`src/rtl/cgra_pkg.sv`:
```
// ============================================================================
// Module  : cgra_pkg
// Brief   : Shared types and constants for the reconfigurable-cell sequencer.
// Revision: 1.0 - initial release
// ============================================================================
`default_nettype none

package cgra_pkg;

    typedef enum logic [1:0] {
        IDLE  = 2'd0,
        EXEC  = 2'd1,
        STALL = 2'd2,
        DONE  = 2'd3
    } rcs_pc_state_t;

    localparam int RCS_NUM_CREG_LOG2 = 5;
    localparam int ALU_N_FLAG        = 2;
    localparam int RCS_STALL_CYCLES  = 1;
    localparam int RCS_STALL_CNT_W   = 3;

endpackage

`default_nettype wire

```
`src/rtl/rcs_pc_ctrl.sv`:
```
// ============================================================================
// Module  : rcs_pc_ctrl
// Brief   : Per-RC program-counter sequencer: steps/branches the context PC,
//           freezes it over multi-cycle ALU ops and registers ALU flags.
//           Optional macro RCS_PC_CTRL_CYCLE_CNT_EN adds a kernel cycle counter.
// Revision: 1.0 - initial release
// ============================================================================
`default_nettype none

module rcs_pc_ctrl
    import cgra_pkg::*;
#(
    parameter int RCS_NUM_CREG = 1 << cgra_pkg::RCS_NUM_CREG_LOG2,
    parameter int ALU_N_FLAG   = cgra_pkg::ALU_N_FLAG,
    parameter int STALL_CYCLES = cgra_pkg::RCS_STALL_CYCLES,
    localparam int PC_W        = $clog2(RCS_NUM_CREG)
) (
    input  logic                  clk_i,
    input  logic                  rst_ni,
    input  logic                  start_i,
    input  logic [PC_W-1:0]       start_pc_i,
    input  logic                  exit_i,
    input  logic                  br_req_i,
    input  logic [PC_W-1:0]       br_add_i,
    input  logic                  alu_stall_i,
    input  logic [ALU_N_FLAG-1:0] flag_i,
    output logic [PC_W-1:0]       pc_o,
    output logic                  pc_valid_o,
    output logic                  retire_o,
    output logic [ALU_N_FLAG-1:0] flag_o,
    output logic                  busy_o,
    output logic                  done_o
`ifdef RCS_PC_CTRL_CYCLE_CNT_EN
    ,
    output logic [31:0]           cycle_cnt_o
`endif
);

    localparam int CNT_W = cgra_pkg::RCS_STALL_CNT_W;

    rcs_pc_state_t         r_state;
    rcs_pc_state_t         w_state_nxt;
    logic [PC_W-1:0]       r_pc;
    logic [PC_W-1:0]       w_pc_nxt;
    logic [ALU_N_FLAG-1:0] r_flag;
    logic [ALU_N_FLAG-1:0] w_flag_nxt;
    logic [CNT_W-1:0]      r_stall_cnt;
    logic [CNT_W-1:0]      w_stall_cnt_nxt;
    logic                  w_retire;
    logic                  w_pc_valid;
    logic                  w_done;

    always_comb begin
        w_state_nxt     = r_state;
        w_pc_nxt        = r_pc;
        w_flag_nxt      = r_flag;
        w_stall_cnt_nxt = r_stall_cnt;
        w_retire        = 1'b0;
        w_pc_valid      = 1'b0;
        w_done          = 1'b0;

        case (r_state)
            IDLE: begin
                if (start_i) begin
                    w_pc_nxt    = start_pc_i;
                    w_state_nxt = EXEC;
                end
            end
            EXEC: begin
                w_pc_valid = 1'b1;
                if (alu_stall_i) begin
                    w_stall_cnt_nxt = CNT_W'(STALL_CYCLES);
                    w_state_nxt     = STALL;
                end else begin
                    w_retire = 1'b1;
                end
            end
            STALL: begin
                // alu_stall_i is deliberately ignored; the count alone ends the stall
                w_pc_valid = 1'b1;
                if (r_stall_cnt > CNT_W'(1)) begin
                    w_stall_cnt_nxt = r_stall_cnt - CNT_W'(1);
                end else begin
                    w_retire        = 1'b1;
                    w_stall_cnt_nxt = '0;
                    w_state_nxt     = EXEC;
                end
            end
            DONE: begin
                w_done      = 1'b1;
                w_state_nxt = IDLE;
            end
            default: w_state_nxt = IDLE;
        endcase

        if (w_retire) begin
            w_flag_nxt = flag_i;
            if (exit_i) begin
                w_state_nxt = DONE;
            end else if (br_req_i) begin
                w_pc_nxt = br_add_i;
            end else begin
                w_pc_nxt = r_pc + PC_W'(1);
            end
        end
    end

    always_ff @(posedge clk_i) begin
        if (!rst_ni) begin
            r_state     <= IDLE;
            r_pc        <= '0;
            r_flag      <= '0;
            r_stall_cnt <= '0;
        end else begin
            r_state     <= w_state_nxt;
            r_pc        <= w_pc_nxt;
            r_flag      <= w_flag_nxt;
            r_stall_cnt <= w_stall_cnt_nxt;
        end
    end

`ifdef RCS_PC_CTRL_CYCLE_CNT_EN
    logic [31:0] r_cycle_cnt;

    always_ff @(posedge clk_i) begin
        if (!rst_ni) begin
            r_cycle_cnt <= '0;
        end else if (r_state == IDLE && start_i) begin
            r_cycle_cnt <= '0;
        end else if ((r_state == EXEC || r_state == STALL) &&
                     r_cycle_cnt != 32'hFFFF_FFFF) begin
            r_cycle_cnt <= r_cycle_cnt + 32'd1;
        end
    end

    assign cycle_cnt_o = r_cycle_cnt;
`endif

    assign pc_o       = r_pc;
    assign pc_valid_o = w_pc_valid;
    assign retire_o   = w_retire;
    assign flag_o     = r_flag;
    assign busy_o     = (r_state != IDLE);
    assign done_o     = w_done;

endmodule

`default_nettype wire

```
`config.mk`:
```
export PLATFORM = sky130hd
export DESIGN_NAME = rcs_pc_ctrl
export DESIGN_NICKNAME = d
export VERILOG_FILES = /design/src/rtl/cgra_pkg.sv /design/src/rtl/rcs_pc_ctrl.sv
export SDC_FILE = /design/constraint.sdc
export NUM_CORES = 1
export LEC_CHECK = 0
export CORE_UTILIZATION = 46
export CTS_CLUSTER_SIZE = 14
export DETAILED_ROUTE_END_ITERATION = 7
export PLACE_DENSITY = 0.8
export SYNTH_ARGS = -nofsm -noshare
export SYNTH_HDL_FRONTEND = slang
export SYNTH_SLANG_ARGS = --single-unit
```
`constraint.sdc`:
```
create_clock -name clk_i -period 2.65 [get_ports clk_i]
set_input_delay 0.53 -clock clk_i [delete_from_list [all_inputs] [get_ports clk_i]]
set_output_delay 0.53 -clock clk_i [all_outputs]
set_load 0.05 [all_outputs]
```
==> flow_metrics.py, run 1 <==
metrics = {
    "clock_tree": {
        "cts_tree": "yes",
        "cts.path.max_buffers": 2,
        "post_cts_buffers": 0,
        "clk_latency_ns": 0.28,
        "path_clk_slew_ns": 0.08,
        "numClockSinks": 12,
        "htreeDepth": 1,
        "cts_buffers": 3,
        "root_buffer": "clkbuf_4",
        "cts_resized": 0,
        "cts_hold_buffers": 0,
    },
    "timing": {
        "maxSlewHeadroom_pct": 65.5,
        "finClkSkew_ns": 0.00166,
        "rsz0062_at_grt": "no",
        "fin_setup_tns_ns": 0,
        "worst_pin_slew_ns": 0.516,
        "fmax_ghz": 0.406,
        "min_period_ns": 2.46,
        "maxSlewViolCount": 0,
        "fin_crit_sh_pct": 92.9,
        "holdWs_ns": 0.521,
        "hold_viol": 0,
        "finalSetupViolations": 0,
    },
    "routing": {
        "viasPerCell": 5.43,
        "avgRoutedWirePerCell_um": 12.7,
        "drc": 1,
        "num_vias": 782,
        "wirelength_mm": 1.83,
        "drtAntennaViolNets": 0,
        "dr.pass1.iters": 6,
        "drt-initial-drc-count": 11,
    },
    "synthesis": {
        "yosysUniqueCellTypes": 27,
        "synth_edf_count": 0,
        "avgSynthCellArea_sq_um": 8.15,
        "synth.most_common_cell": "dfxtp_1",
        "yosys-top-cells-count": "dfxtp_1, o21ai_0, nand3_1, nand2_1, nor2_1",
        "synthCells": 98,
        "synth_seq_cells": 12,
        "syn-num-nets": 123,
        "ys_top_cells_by_area": "dfxtp_1, ha_1, o21ai_0, nand3_1, nand2_1",
        "synth.largest_area_cell": "dfxtp_1",
        "async_reset_ff_share_pct": 0,
        "synth_top_area_share_pct": 30.1,
        "ys_seq_area_share_pct": 30.1,
        "synthFlopType": "dfxtp_1",
        "synth_warnings": 0,
        "syn_area_sq_um": 798,
    },
    "global_route": {
        "antenna_found_initial": 0,
        "grt_max_degree": 15,
        "grt_util_all_layers_pct": 20.0,
        "grt_pass1_vias": 671,
        "grt_pass1_wl_mm": 2.87,
        "overflow": 0,
    },
    "worst_setup_path": {
        "end_kind": "output port",
        "path_max_fanout": 5,
        "critPathArrivalTime_ns": 1.93,
        "reg2reg_depth": 6,
        "critPathRequiredTime_ns": 2.12,
        "crit_type": "flip-flop to output port",
        "worst_setup_path_start_kind": "flip-flop",
    },
    "place": {
        "portBuffers": 28,
        "dp.cells": 140,
        "gp_congestion": 0.794,
        "dp_hpwl_mm": 1.37,
    },
    "final_layout": {
        "syn_to_final_growth_pct": 42.5,
        "stdcell_count": 144,
        "drive_above_1_share_pct": 8.59,
        "fill_cells": 134,
        "antenna_cells": 0,
        "fin_nets": 154,
    },
    "power": {
        "leakagePower_nw": 0.469,
        "finalPower_uw": 636,
        "ir_drop_v": 0.000326,
        "powerDensity_nw_per_um2": 559,
    },
    "worst_hold_path": {
        "hp-class": "flip-flop to flip-flop",
        "whs_path_depth": 2,
    },
    "run": {
        "maxCapViolations": 0,
    },
    "floorplan": {
        "fp.dieW_um": 43.7,
        "rows": 14,
        "io_pins": 29,
        "die_y_um": 43.7,
        "die-area_sq_um": 1910,
        "initial_utilization_pct": 51.2,
        "core_sq_um": 1560,
    },
    "outcome": {
        "violations": "DRC",
        "status": "finished with violations",
    },
}
final cells by class:
cell class	count	area (sq um)	area share [%]
Multi-Input combinational cell	78	528	46.4
Timing Repair Buffer	28	290	25.5
Sequential cell	12	240	21.1
Clock buffer	4	36.3	3.19
Inverter	6	22.5	1.98
Tap cell	16	20.0	1.76
report_power, final:
part           internal, mW  leakage, nW  switching (mW)
sequential            0.198       0.0981          0.0178
combinational         0.118        0.350           0.152
clock                0.0835       0.0210          0.0671
critical path, cell delays in order, from the launching register on:
cell and delay, ns:
dfxtp_1 0.40, inv_1 0.10, ha_1 0.32, clkdlybuf4s50_1 0.82
through the flow:
step	setup WS, ns	area [sq um]	utilization (%)
after floorplan	0.529	798	-
after global placement	0.498	1100	70.6
after detailed placement	0.466	1100	70.6
after CTS	0.187	1140	73.0
after global routing	0.117	1140	73.0
final	0.189	1140	73.0
path summary, 6_finish.rpt:
check	start	to	slack, ns
max	r_state[0]$_SDFF_PN0_	pc_valid_o	0.19
min	flag_o[1]$_SDFFE_PN0P_	flag_o[1]$_SDFFE_PN0P_	0.52
max reg2reg	r_state[1]$_SDFF_PN0_	r_stall_cnt[2]$_SDFFE_PN0P_	0.84
min reg2reg	flag_o[1]$_SDFFE_PN0P_	flag_o[1]$_SDFFE_PN0P_	0.52
cells by family after synthesis:
logic type      after synthesis  share of synthesized area [%]
simple gates                 38                           24.5
compound gates               25                           20.7
flops                        12                           30.1
buf+inv                       8                           3.76
fa+ha+maj                     7                           11.0
mux                           5                           6.74
xor+xnor                      3                           3.29
sequential cells by signal, indices dropped and copies added, names as in the netlist:
name         flops
flag_o           2
pc_o             5
r_state          2
r_stall_cnt      3
per-layer routing:
metal | part of all wire, % | track usage [%] | vias to the layer above
met5 | 0 | 0 | -
met4 | 0.93 | 7.50 | 0
met2 | 47 | 32.5 | 20
met3 | 4.8 | 3.75 | 4
met1 | 47 | 26.2 | 356
li1 | - | - | 402
cells in the final DEF, fill, tap and decap left out, types with 5 or more instances in the layout:
cell type	n
clkdlybuf4s50_1	27
dfxtp_1	12
ha_1	7
inv_1	6
nand2_1	9
nand3_1	10
nor2_1	9
nor2b_1	5
o21ai_0	11
(Power assumes the default switching activity.)
==> run 2: changes to the inputs <==
--- a/config.mk
+++ b/config.mk
@@ -5,10 +5,10 @@
 export SDC_FILE = /design/constraint.sdc
 export NUM_CORES = 1
 export LEC_CHECK = 0
-export CORE_UTILIZATION = 46
+export CORE_UTILIZATION = 43
 export CTS_CLUSTER_SIZE = 14
 export DETAILED_ROUTE_END_ITERATION = 7
-export PLACE_DENSITY = 0.8
+export PLACE_DENSITY = 0.76
 export SYNTH_ARGS = -nofsm -noshare
 export SYNTH_HDL_FRONTEND = slang
 export SYNTH_SLANG_ARGS = --single-unit
==> constraint.sdc (replaced) <==
create_clock -name clk_i -period 2.7 [get_ports clk_i]
set_input_delay 0.54 -clock clk_i [delete_from_list [all_inputs] [get_ports clk_i]]
set_output_delay 0.54 -clock clk_i [all_outputs]
set_load 0.05 [all_outputs]
==> run 2 against run 1 <==
  * The flow now finishes without violations
  * Wire length up 3.3%
  * Via count up 2.2%
  * Largest cell class unchanged
  * Worst hold slack better by 0.0052 ns
  * Critical path depth up 1
  * Register-to-register slack better by 0.08 ns
  * Clock power down 26%
  * Cell count up 5.6%
  * Sequential share of layout area about the same
  * Critical path type unchanged
  * Sequential cell count unchanged
  * Power down 7.3%
  * Sequential power about the same
  * Worst setup slack better by 0.055 ns
==> flow_metrics.py, run 2 (synthesis gave the netlist of run 1 again) <==
metrics = {
    "outcome": {
        "status": "completed",
    },
    "routing": {
        "dr.pass1.iters": 6,
        "drt-initial-drc-count": 15,
        "wirelength_mm": 1.89,
        "num_vias": 799,
        "viasPerCell": 5.26,
        "drtAntennaViolNets": 0,
        "avgRoutedWirePerCell_um": 12.5,
        "drc": 0,
    },
    "timing": {
        "maxSlewViolCount": 0,
        "min_period_ns": 2.46,
        "worst_pin_slew_ns": 0.505,
        "fin_setup_tns_ns": 0,
        "rsz0062_at_grt": "no",
        "finalSetupViolations": 0,
        "fin_crit_sh_pct": 91.0,
        "fmax_ghz": 0.407,
        "finClkSkew_ns": 0.00451,
        "maxSlewHeadroom_pct": 66.2,
        "hold_viol": 0,
    },
    "clock_tree": {
        "numClockSinks": 12,
        "clk_latency_ns": 0.27,
        "cts_resized": 0,
        "cts.path.max_buffers": 2,
        "htreeDepth": 1,
        "cts_buffers": 3,
        "cts_tree": "yes",
        "root_buffer": "clkbuf_4",
        "cts_hold_buffers": 0,
        "path_clk_slew_ns": 0.08,
        "post_cts_buffers": 0,
    },
    "worst_setup_path": {
        "cpMaxStageDelayCell": "clkdlybuf4s50_1",
        "cpPeakStageDelay_ns": 0.79,
        "crit_type": "flip-flop to output port",
        "path_max_fanout": 5,
        "path_cells": "inv_1 -> ha_1 -> inv_1 -> clkdlybuf4s50_1",
        "crit_top_cell": "inv_1",
        "end_kind": "output port",
        "critPathArrivalTime_ns": 1.92,
        "critPathRequiredTime_ns": 2.16,
        "worst_setup_path_start_kind": "flip-flop",
    },
    "global_route": {
        "use_met3_pct": 4.80,
        "use_met2_pct": 35.7,
        "grt_util_all_layers_pct": 20.8,
        "grt_max_degree": 15,
        "grt_pass1_vias": 726,
        "antenna_found_initial": 0,
        "grt.busiest_layer": "met2",
        "grt.met1_usage_pct": 23.8,
        "grt_pass1_wl_mm": 2.97,
        "overflow": 0,
    },
    "final_layout": {
        "fin_nets": 154,
        "syn_to_final_growth_pct": 42.2,
        "fill_cells": 164,
        "layout_commonest_cell": "clkdlybuf4s50_1",
        "drive_above_1_share_pct": 7.87,
        "largest_register_ffs": 5,
        "final_util_pct": 65.7,
        "antenna_cells": 0,
        "most-common-layout-cells": "clkdlybuf4s50_1, dfxtp_1, o21ai_0",
    },
    "floorplan": {
        "fp.dieW_um": 45.1,
        "core_sq_um": 1730,
        "io_pins": 29,
        "die_y_um": 45.1,
        "die-area_sq_um": 2030,
        "initial_utilization_pct": 46.2,
        "rows": 15,
    },
    "power": {
        "leakagePower_nw": 0.462,
        "p_comb_share_pct": 45.2,
        "power_switching_uw": 228,
        "internal-power_uw": 362,
        "p_sw_share_pct": 38.7,
        "seqPwrFrac_pct": 35.9,
        "ir_drop_v": 0.000359,
        "powerDensity_nw_per_um2": 520,
        "clkPwrFrac_pct": 18.9,
    },
    "place": {
        "dp_hpwl_mm": 1.47,
        "portBuffers": 28,
        "gp_congestion": 0.839,
    },
    "run": {
        "maxCapViolations": 0,
    },
    "worst_hold_path": {
        "hp-class": "flip-flop to flip-flop",
    },
}
==> run 2: worst max-delay path, delay by kind of cell, from the launching register on <==
family                     cells  cell delay, ns
adders and majority gates      1            0.27
buffers and inverters          3            0.97
DFF                            1            0.40
==> run 2: final cells by class <==
type	count	area (sq um)	area share [%]
Tap cell	25	31.3	2.76
Inverter	6	22.5	1.98
Multi-Input combinational cell	78	528	46.5
Clock buffer	3	22.5	1.98
Sequential cell	12	240	21.2
Timing Repair Buffer	28	290	25.6
==> run 2: final timing paths <==
path	startpoint	slack, ns	cells after the start	end
max	r_state[0]$_SDFF_PN0_	0.24	4	busy_o
min	flag_o[1]$_SDFFE_PN0P_	0.53	2	flag_o[1]$_SDFFE_PN0P_
max reg2reg	r_state[0]$_SDFF_PN0_	0.92	6	flag_o[0]$_SDFFE_PN0P_
min reg2reg	flag_o[1]$_SDFFE_PN0P_	0.53	2	flag_o[1]$_SDFFE_PN0P_
==> run 2: power by group through the flow <==
| stage | Combinational [mW] | Clock (mW) | Sequential, mW |
|---|---|---|---|
| final | 0.266 | 0.112 | 0.212 |
| after global routing | 0.286 | 0.124 | 0.214 |
| after CTS | 0.268 | 0.115 | 0.211 |
| after detailed placement | 0.266 | 0 | 0.215 |
| after global placement | 0.260 | 0 | 0.214 |
| after floorplan | 0.146 | 0 | 0.246 |
==> run 2: routing by layer <==
metal / wire (um) / part of all wire, %
met1: 842 / 44
met2: 945 / 50
met3: 70 / 3.7
met4: 36 / 1.9
met5: 0 / 0
==> run 2: stage by stage <==
step | area, sq um | setup slack (ns) | hold slack, ns | power (mW) | instances
after global routing | 1130 | 0.134 | 0.546 | 0.624 | 152
after global placement | 1110 | 0.520 | 0.504 | 0.474 | 149
final | 1130 | 0.244 | 0.527 | 0.590 | 152
after floorplan | 798 | 0.569 | 0.502 | 0.392 | 98
after detailed placement | 1110 | 0.495 | 0.511 | 0.481 | 149
after CTS | 1130 | 0.242 | 0.532 | 0.594 | 152
